$ cat config.mk
export PLATFORM = sky130hd
export DESIGN_NAME = pipe_reg
export DESIGN_NICKNAME = d
export VERILOG_FILES = /design/src/rtl/pipe_reg.sv
export SDC_FILE = /design/constraint.sdc
export NUM_CORES = 1
export LEC_CHECK = 0
export ABC_AREA = 0
export CAP_MARGIN = 20
export CELL_PAD_IN_SITES_DETAIL_PLACEMENT = 1
export CELL_PAD_IN_SITES_GLOBAL_PLACEMENT = 1
export CORE_AREA = 4 4 41 43
export DETAILED_ROUTE_END_ITERATION = 8
export DIE_AREA = 0 0 45 47
export DONT_BUFFER_PORTS = 1
export HOLD_SLACK_MARGIN = 0.12
export PLACE_DENSITY_LB_ADDON = 0.1
export SLEW_MARGIN = 15
export SYNTH_ARGS = -nofsm -noshare
export SYNTH_HDL_FRONTEND = slang
export SYNTH_SLANG_ARGS = --single-unit
export TNS_END_PERCENT = 50
$ cat constraint.sdc
create_clock -name clk -period 2 [get_ports clk]
set_clock_uncertainty 0.15 [all_clocks]
set_input_delay 0.3 -clock clk [delete_from_list [all_inputs] [get_ports clk]]
set_output_delay 0.3 -clock clk [all_outputs]
set_load 0.05 [all_outputs]
$ cat src/rtl/pipe_reg.sv
`default_nettype none
// ============================================================================
// Module   : pipe_reg
// Brief    : Valid/ready pipeline register chain of DEPTH stages with bubble
//            collapsing, optional input skid register for a registered
//            ready_o, synchronous flush and a registered occupancy count.
// Revision : 1.0 - initial release
// ============================================================================
module pipe_reg #(
   parameter int WIDTH = 8,
   parameter int DEPTH = 1,
   parameter int SKID  = 0
) (
   input  logic                       clk,
   input  logic                       rst_n,
   input  logic                       flush_i,
   input  logic [WIDTH-1:0]           data_i,
   input  logic                       valid_i,
   output logic                       ready_o,
   output logic [WIDTH-1:0]           data_o,
   output logic                       valid_o,
   input  logic                       ready_i,
   output logic [$clog2(DEPTH+2)-1:0] count_o
);

   localparam int C_CNT_W = $clog2(DEPTH+2);

   // Stage state: valid bits packed, payloads as an unpacked array
   logic [DEPTH-1:0] v_q;
   logic [DEPTH-1:0] v_d;
   logic [WIDTH-1:0] d_q [DEPTH];
   logic [WIDTH-1:0] d_d [DEPTH];

   // Per-stage advance enables
   logic [DEPTH-1:0] w_cke;

   // Source feeding stage 0 (input port or skid entry)
   logic             w_src_v;
   logic [WIDTH-1:0] w_src_d;

   // Port-level handshakes used by the occupancy counter
   logic             w_up_xfer;
   logic             w_dn_xfer;

   logic [C_CNT_W-1:0] count_q;
   logic [C_CNT_W-1:0] count_d;

   // Stage k may advance if any stage from k to the output is empty, or the
   // consumer is ready. Written as a flat OR so it has no self-dependency.
   always_comb begin
      w_cke = '0;
      for (int k = 0; k < DEPTH; k++) begin
         w_cke[k] = ready_i;
         for (int j = k; j < DEPTH; j++) begin
            w_cke[k] = w_cke[k] | ~v_q[j];
         end
      end
   end

   // Next state of every stage: load from upstream when enabled, hold
   // otherwise; flush kills all valids but leaves payloads untouched.
   always_comb begin
      v_d = v_q;
      for (int k = 0; k < DEPTH; k++) begin
         d_d[k] = d_q[k];
      end

      if (w_cke[0]) begin
         v_d[0] = w_src_v;
         if (w_src_v) begin
            d_d[0] = w_src_d;
         end
      end

      for (int k = 1; k < DEPTH; k++) begin
         if (w_cke[k]) begin
            v_d[k] = v_q[k-1];
            if (v_q[k-1]) begin
               d_d[k] = d_q[k-1];
            end
         end
      end

      if (flush_i) begin
         v_d = '0;
         for (int k = 0; k < DEPTH; k++) begin
            d_d[k] = d_q[k];
         end
      end
   end

   // Stage registers, cleared asynchronously
   always_ff @(posedge clk or negedge rst_n) begin
      if (!rst_n) begin
         v_q <= '0;
         for (int k = 0; k < DEPTH; k++) begin
            d_q[k] <= '0;
         end
      end else begin
         v_q <= v_d;
         for (int k = 0; k < DEPTH; k++) begin
            d_q[k] <= d_d[k];
         end
      end
   end

   generate
      if (SKID != 0) begin : g_skid
         logic             skv_q;
         logic             skv_d;
         logic [WIDTH-1:0] skd_q;
         logic [WIDTH-1:0] skd_d;

         // Skid captures an accepted item that stage 0 cannot take, and
         // releases it into stage 0 as soon as stage 0 advances.
         always_comb begin
            skv_d = skv_q;
            skd_d = skd_q;
            if (flush_i) begin
               skv_d = 1'b0;
            end else if (!skv_q && valid_i && !w_cke[0]) begin
               skv_d = 1'b1;
               skd_d = data_i;
            end else if (skv_q && w_cke[0]) begin
               skv_d = 1'b0;
            end
         end

         // Skid register, cleared asynchronously
         always_ff @(posedge clk or negedge rst_n) begin
            if (!rst_n) begin
               skv_q <= 1'b0;
               skd_q <= '0;
            end else begin
               skv_q <= skv_d;
               skd_q <= skd_d;
            end
         end

         // A held skid entry always has priority over the input port
         assign w_src_v = skv_q | valid_i;
         assign w_src_d = skv_q ? skd_q : data_i;
         assign ready_o = ~skv_q;
      end else begin : g_noskid
         assign w_src_v = valid_i;
         assign w_src_d = data_i;
         assign ready_o = w_cke[0];
      end
   endgenerate

   assign w_up_xfer = valid_i & ready_o;
   assign w_dn_xfer = valid_o & ready_i;

   // Occupancy follows the port handshakes; flush empties everything
   always_comb begin
      count_d = count_q;
      if (flush_i) begin
         count_d = '0;
      end else begin
         count_d = count_q + C_CNT_W'(w_up_xfer) - C_CNT_W'(w_dn_xfer);
      end
   end

   // Occupancy register, cleared asynchronously
   always_ff @(posedge clk or negedge rst_n) begin
      if (!rst_n) begin
         count_q <= '0;
      end else begin
         count_q <= count_d;
      end
   end

   assign valid_o = v_q[DEPTH-1];
   assign data_o  = d_q[DEPTH-1];
   assign count_o = count_q;

endmodule
`default_nettype wire
==> run_results.csv, run 1 <==
group,metric,value,unit
status,run_status,"complete, no violations",
logic_synthesis,syn-mean-instance-area,14.4,sq um
power,power.clock.fraction,22.0,%
cts,clk_pin_slew,70,ps
cts,cts_tree,"done",
cts,clock_tree.htree_level_count,1,
power,power.density,970,nW/um^2
sta,finalSetupViolations,0,
floorplanning,placeableCoreArea,1300,sq um
worst_setup_path,timing.critical_path.slowest_cell_delay,410,ps
global_route,grt_start_max_net_pins,12,
drt,route.detailed.vias_per_inst,4.81,
final_layout,n_fill_cell,137,
logic_synthesis,yosysWarnings,0,
drt,dr.pass1.iters,1,
drt,ant_nets,0,
worst_setup_path,timing.critical_path.slowest_stage_cell,"sky130_fd_sc_hd__dfrtp_2",
sta,setup_repair_after_global_routing_missed_its_margin,"no",
worst_setup_path,critical_path.n_buffers_inverters,2,
sta,worst_pin_slew,490,ps
sta,layout_min_cycle_time,1760,ps
cts,ctsResizeCount,0,
final_layout,diodes,0,
power,design_power_total,0.000654,W
logic_synthesis,ys_ff_latch,11,
cts,cts-root-buf,"sky130_fd_sc_hd__clkbuf_4",
worst_setup_path,timing.setup.critical_path_class,"reg -> reg",
logic_synthesis,synth-seq-area-share,57.7,%
power,power.combinational.fraction,19.7,%
worst_setup_path,crit_required,2000,ps
floorplanning,floorplan.initialDensity,36.6,%
sta,finalCritPeriodShare,87.9,%
power,power_switching,0.000256,W
power,cellInternalPower,0.000399,W
drt,num_vias,327,
floorplanning,die_height,47,um
floorplanning,core.rowCount,13,
global_route,vias_in_the_first_global_route,357,
logic_synthesis,synth_cells,33,
floorplanning,die_width,45,um
global_route,grt.overflow.total,0,
placed_design,io_buffer_count,0,
cts,tritoncts.num_buffers,3,
worst_setup_path,worst-endpoint-arrival,1760,ps
final_layout,finish.net_count,69,
sta,report.final.slew_viol_count,0,
drt,initialDrtViolationCount,0,
cts,clock_sink_total,11,
final_layout,synthToLayoutAreaGrowth,41.5,%
min_path,hold_class,"in -> reg",
global_route,grt_antenna_before_repair,0,
worst_setup_path,critPathTopFamily,"adder cells",
floorplanning,top_level_ports,25,
drt,detail_route.wirelength,1010,um
power,power.static_leakage,0.305,nW
drt,drc_errors,0,
worst_setup_path,kind_of_launch_point_of_the_worst_setup_path,"flop",
global_route,grt_first_pass_wirelength,1660,um
logic_synthesis,synth_cell_type_count,12,
sta,final.setup.tns,0,ps
logic_synthesis,synth_fp_nets,48,
worst_setup_path,cp_common_cell,"sky130_fd_sc_hd__ha_1",
cts,clk_latency,260,ps
sta,report.final.hold_viol_count,0,
power,worst_ir_drop_vdd,0.603,mV
cts,postCtsSetupRepairBufs,0,
placed_design,place_congestion,0.717,
worst_setup_path,worst_setup_path_end_kind,"flop",
global_route,globalRouteTotalUtil,12.0,%
power,p_sw_share,39.1,%
flow_run,max-cap-violations,0,
worst_setup_path,timing.reg2reg.setup_slack,240,ps
worst_setup_path,timing.critical_path.fanout_max,3,
worst_setup_path,worstPathCellList,"nor2b_4 > clkinvlp_4 > nand2_1 > ha_1 > inv_1 > ha_1 > xor2_1 > xnor2_1 > nor2_1",
drt,route.detailed.wl_per_inst,14.9,um
final_layout,final_layout_size_suffix_gt1_share,39.6,%
floorplanning,floorplan.die_area,2120,sq um
sta,relSlewSlack,67.2,%
cts,cts_max_path_buffers,2,
sta,timing.fmax,569,MHz
logic_synthesis,netlist_area,477,sq um
power,pwr-share-seq,58.2,%
==> cell usage after synthesis, drive strengths merged <==
library cell / n / share of area (%)
nand2: 1 / 0.79
inv: 2 / 1.6
nor2: 3 / 2.4
nor3b: 1 / 3.9
mux2: 8 / 19
nor2b: 2 / 4.2
ha: 2 / 5.2
dfrtp: 11 / 58
xor2: 1 / 1.8
and2: 1 / 1.6
xnor2: 1 / 1.8
==> metal layers <==
metal / share of wire (%) / track usage (%) / vias to the layer above
li1: - / - / 148
met1: 31 / 10.7 / 165
met2: 60 / 22.6 / 12
met3: 7.8 / 3.83 / 2
met4: 0.89 / 8.77 / 0
met5: 0 / 0 / -
==> power by group through the flow <==
stage / Combinational [W] / Clock, W / Sequential (W)
after floorplan: 0.0000581 / 0 / 0.000406
after global placement: 0.000105 / 0 / 0.000385
after detailed placement: 0.000108 / 0 / 0.000387
after CTS: 0.000131 / 0.000153 / 0.000382
after global routing: 0.000141 / 0.000163 / 0.000385
final: 0.000129 / 0.000144 / 0.000381
==> metrics by stage <==
step                worst slack (ps)  util, %  area (sq um)  hold slack, ps  cells
finish                           242     51.8           674             187     68
global route                     141     51.8           674             178     68
detailed placement               230     41.3           538            -145     53
global placement                 287     41.3           538            -145     53
CTS                              226     51.8           674             179     68
floorplan                       -185        -           482            -146     33
==> path summary, 6_finish.rpt <==
| kind | from | cells past startpoint | to |
|---|---|---|---|
| max | valid_o | 9 | count_o[1] |
| min | flush_i | 2 | data_o[1] |
| max reg2reg | valid_o | 9 | count_o[1] |
| min reg2reg | count_o[0] | 2 | count_o[0] |
| max in group asynchronous | rst_n | 1 | valid_o |
| min in group asynchronous | rst_n | 1 | count_o[1] |
==> worst reg2reg max path, delay by kind of cell, from the launching register on <==
kind / cells / cell delay (ps)
adders and majority gates: 2 / 450
DFF: 1 / 410
xor gates and xnor gates: 2 / 300
and+or+nand+nor: 3 / 240
buffers and inverters: 2 / 100
==> cell usage in the layout (no fill, tap or decap), drive strengths merged <==
cell	count
xor2	1
nand2	1
buf	5
and2	1
nor2b	2
xnor2	1
inv	1
clkbuf	4
dfrtp	11
clkinvlp	1
nor3b	1
mux2	8
nor2	3
dlygate4sd3	11
ha	2
==> layout make-up <==
cell class                      count  area (sq um)  share of cell area, %
Timing Repair Buffer               16           148                   21.9
Inverter                            2          11.3                   1.67
Multi-Input combinational cell     20           194                   28.8
Tap cell                           15          18.8                   2.78
Clock buffer                        4          26.3                   3.90
Sequential cell                    11           277                   41.0
==> registers in the layout (all words and copies together), names as in the netlist <==
| register | count |
|---|---|
| count_o | 2 |
| valid_o | 1 |
| data_o | 8 |
==> what timing repair did <==
item / CTS / global route
hold buffers: 11 / 0
endpoints found under the hold margin: 22 / 0
endpoints found under the setup margin: 0 / 0
==> cells by family after synthesis <==
group	synth area share [%]
adders and majority gates	5.25
DFF	57.7
xor gates and xnor gates	3.68
buffers and inverters	1.58
and+or+nand+nor	12.9
muxes	18.9
Note: power is estimated with default switching activity, not from simulation.
==> run 2: changes to the inputs <==
Settings changed: PLACE_DENSITY_LB_ADDON 0.1 to 0.05.
==> run 2 against run 1 <==
Compared with the run above:
- critical endpoint unchanged
- total power fell by 0.63%
- hold slack improved by 2.4 ps
- setup slack worse by 69 ps
- cell area is 0.74% lower
- register-to-register slack lost 70 ps
- final cell count fell by 1.5%
- largest power group unchanged
- clock-buffer cell count stayed put
- die area unchanged
- wire length increased by 7.4%
- clock power hardly changed
- first-iteration DRC count unchanged
==> run_results.csv, run 2 (synthesis results as in run 1) <==
group,metric,value,unit
sta,setup_repair_after_global_routing_missed_its_margin,"no",
drt,ant_nets,0,
final_layout,finish.cell_count_without_fillers,67,
drt,num_vias,316,
sta,finalCritPeriodShare,91.4,%
worst_setup_path,rr_worst_depth,9,
cts,clock_sink_total,11,
drt,drc_errors,0,
sta,report.final.hold_viol_count,0,
worst_setup_path,critical_path.n_buffers_inverters,2,
sta,report.final.slew_viol_count,0,
worst_setup_path,timing.critical_path.slowest_cell_delay,370,ps
worst_setup_path,timing.critical_path.slowest_stage_cell,"sky130_fd_sc_hd__dfrtp_2",
min_path,hold_path_depth,2,
global_route,vias_in_the_first_global_route,357,
floorplanning,top_level_ports,25,
worst_setup_path,timing_startpoint_of_the_critical_path,"valid_o",
worst_setup_path,kind_of_launch_point_of_the_worst_setup_path,"flop",
flow_run,max-cap-violations,0,
worst_setup_path,critPathTopFamily,"flip-flops",
cts,cts-root-buf,"sky130_fd_sc_hd__clkbuf_4",
floorplanning,placeableCoreArea,1300,sq um
worst_setup_path,cp_common_cell,"sky130_fd_sc_hd__ha_1",
final_layout,final_layout_size_suffix_gt1_share,36.5,%
drt,detail_route.wirelength,1090,um
worst_setup_path,worst_setup_path_end_kind,"flop",
worst_setup_path,worstPathCellList,"nor2b_4 > clkinvlp_4 > nand2_1 > ha_1 > inv_1 > ha_1 > xor2_1 > xnor2_1 > nor2_1",
sta,worst_pin_slew,490,ps
final_layout,largest_reg_flops,8,
cts,clk_pin_slew,60,ps
global_route,globalRouteTotalUtil,11.6,%
min_path,worst_hold_path.endpoint,"data_o[7]",
sta,layout_min_cycle_time,1830,ps
power,design_power_total,0.000650,W
cts,clk_latency,260,ps
min_path,hold_wc_startpoint,"flush_i",
final_layout,diodes,0,
floorplanning,die_width,45,um
status,run_status,"complete, no violations",
power,power.static_leakage,0.299,nW
final_layout,finish.net_count,68,
placed_design,io_buffer_count,0,
sta,relSlewSlack,67.2,%
global_route,grt.overflow.total,0,
cts,ctsResizeCount,0,
worst_setup_path,crit_required,2000,ps
placed_design,post_detail_place_hpwl,805,um
worst_setup_path,crit-reg2reg-capture,"count_o[1]",
power,worst_ir_drop_vdd,0.440,mV
drt,dr.pass1.iters,1,
worst_setup_path,timing.setup.critical_path_class,"reg -> reg",
drt,initialDrtViolationCount,0,
global_route,grt_first_pass_wirelength,1670,um
worst_setup_path,timing.reg2reg.setup_slack,170,ps
floorplanning,core.rowCount,13,
final_layout,synthToLayoutAreaGrowth,40.4,%
placed_design,dp_cells,51,
worst_setup_path,r2r_start,"valid_o",
global_route,grt_antenna_before_repair,0,
cts,cts_max_path_buffers,2,
global_route,grt_start_max_net_pins,12,
cts,clock_tree.htree_level_count,1,
sta,timing.fmax,547,MHz
worst_setup_path,worst-endpoint-arrival,1830,ps
power,power.density,971,nW/um^2
floorplanning,floorplan.initialDensity,36.6,%
placed_design,place_congestion,0.713,
floorplanning,die_height,47,um
cts,cts_tree,"done",
worst_setup_path,timing.critical_path.fanout_max,3,
drt,route.detailed.vias_per_inst,4.72,
final_layout,n_fill_cell,137,
drt,route.detailed.wl_per_inst,16.3,um
final_layout,layout.cells.most_common_list,"sky130_fd_sc_hd__dlygate4sd3_1, sky130_fd_sc_hd__dfrtp_1, sky130_fd_sc_hd__mux2_2",
final_layout,final_core_utilization,51.4,%
sta,finalSetupViolations,0,
min_path,hold_class,"in -> reg",
floorplanning,floorplan.die_area,2120,sq um
cts,tritoncts.num_buffers,3,
sta,hold_ws,190,ps
final_layout,commonest_non_fill_non_tap_cell_in_the_layout,"sky130_fd_sc_hd__dlygate4sd3_1",
==> run 2: changes by cell type in the layout (fill, tap and decap cells not counted) <==
cell                            before  now
sky130_fd_sc_hd__buf_4               5    3
sky130_fd_sc_hd__dlygate4sd3_1      11   12
==> run 2: per-layer routing <==
layer	global-route usage, %	routed length (um)	part of all wire (%)
met2	19.5	612	56
met3	3.07	78	7.2
met4	7.02	0	0
met5	0	0	0
met1	13.2	398	37
==> run 2: worst max-delay path by stage <==
stage                       to  slack [ps]  depth (start not counted)
floorplan           count_o[1]        -190                          9
global placement    count_o[1]         250                          9
detailed placement  count_o[1]         170                          9
CTS                 count_o[1]         160                          9
global route        count_o[1]          50                          9
finish              count_o[1]         170                          9
==> run 2: power by group <==
| part | switching [W] | total, W | internal, W |
|---|---|---|---|
| sequential | 0.000137 | 0.000393 | 0.000256 |
| clock | 0.0000668 | 0.000144 | 0.0000770 |
| combinational | 0.0000517 | 0.000114 | 0.0000621 |
==> run 2: area by class of cell <==
cell class	instances	area, sq um	share of cell area (%)
Multi-Input combinational cell	20	194	29.0
Inverter	2	11.3	1.68
Clock buffer	4	26.3	3.93
Tap cell	15	18.8	2.80
Sequential cell	11	277	41.3
Timing Repair Buffer	15	143	21.3
==> run 2: through the flow <==
step	instance area (sq um)	setup TNS, ps	setup slack (ps)
2_1_floorplan	482	-212	-185
3_3_place_gp	523	0	251
3_5_place_dp	523	0	173
4_1_cts	669	0	163
5_1_grt	669	0	46.8
6_report	669	0	173
==> run 2: worst reg2reg max path, cell delays in order, from the launching register on <==
cell and delay, ps:
sky130_fd_sc_hd__dfrtp_2 370, sky130_fd_sc_hd__nor2b_4 220, sky130_fd_sc_hd__clkinvlp_4 110, sky130_fd_sc_hd__nand2_1 60, sky130_fd_sc_hd__ha_1 220, sky130_fd_sc_hd__inv_1 60, sky130_fd_sc_hd__ha_1 150, sky130_fd_sc_hd__xor2_1 180
sky130_fd_sc_hd__xnor2_1 140, sky130_fd_sc_hd__nor2_1 60
==> run 2: what timing repair did <==
| item | in CTS | in global routing |
|---|---|---|
| hold endpoints to repair | 22 | 0 |
| setup buffers | 0 | 0 |
| hold buffers | 12 | 0 |
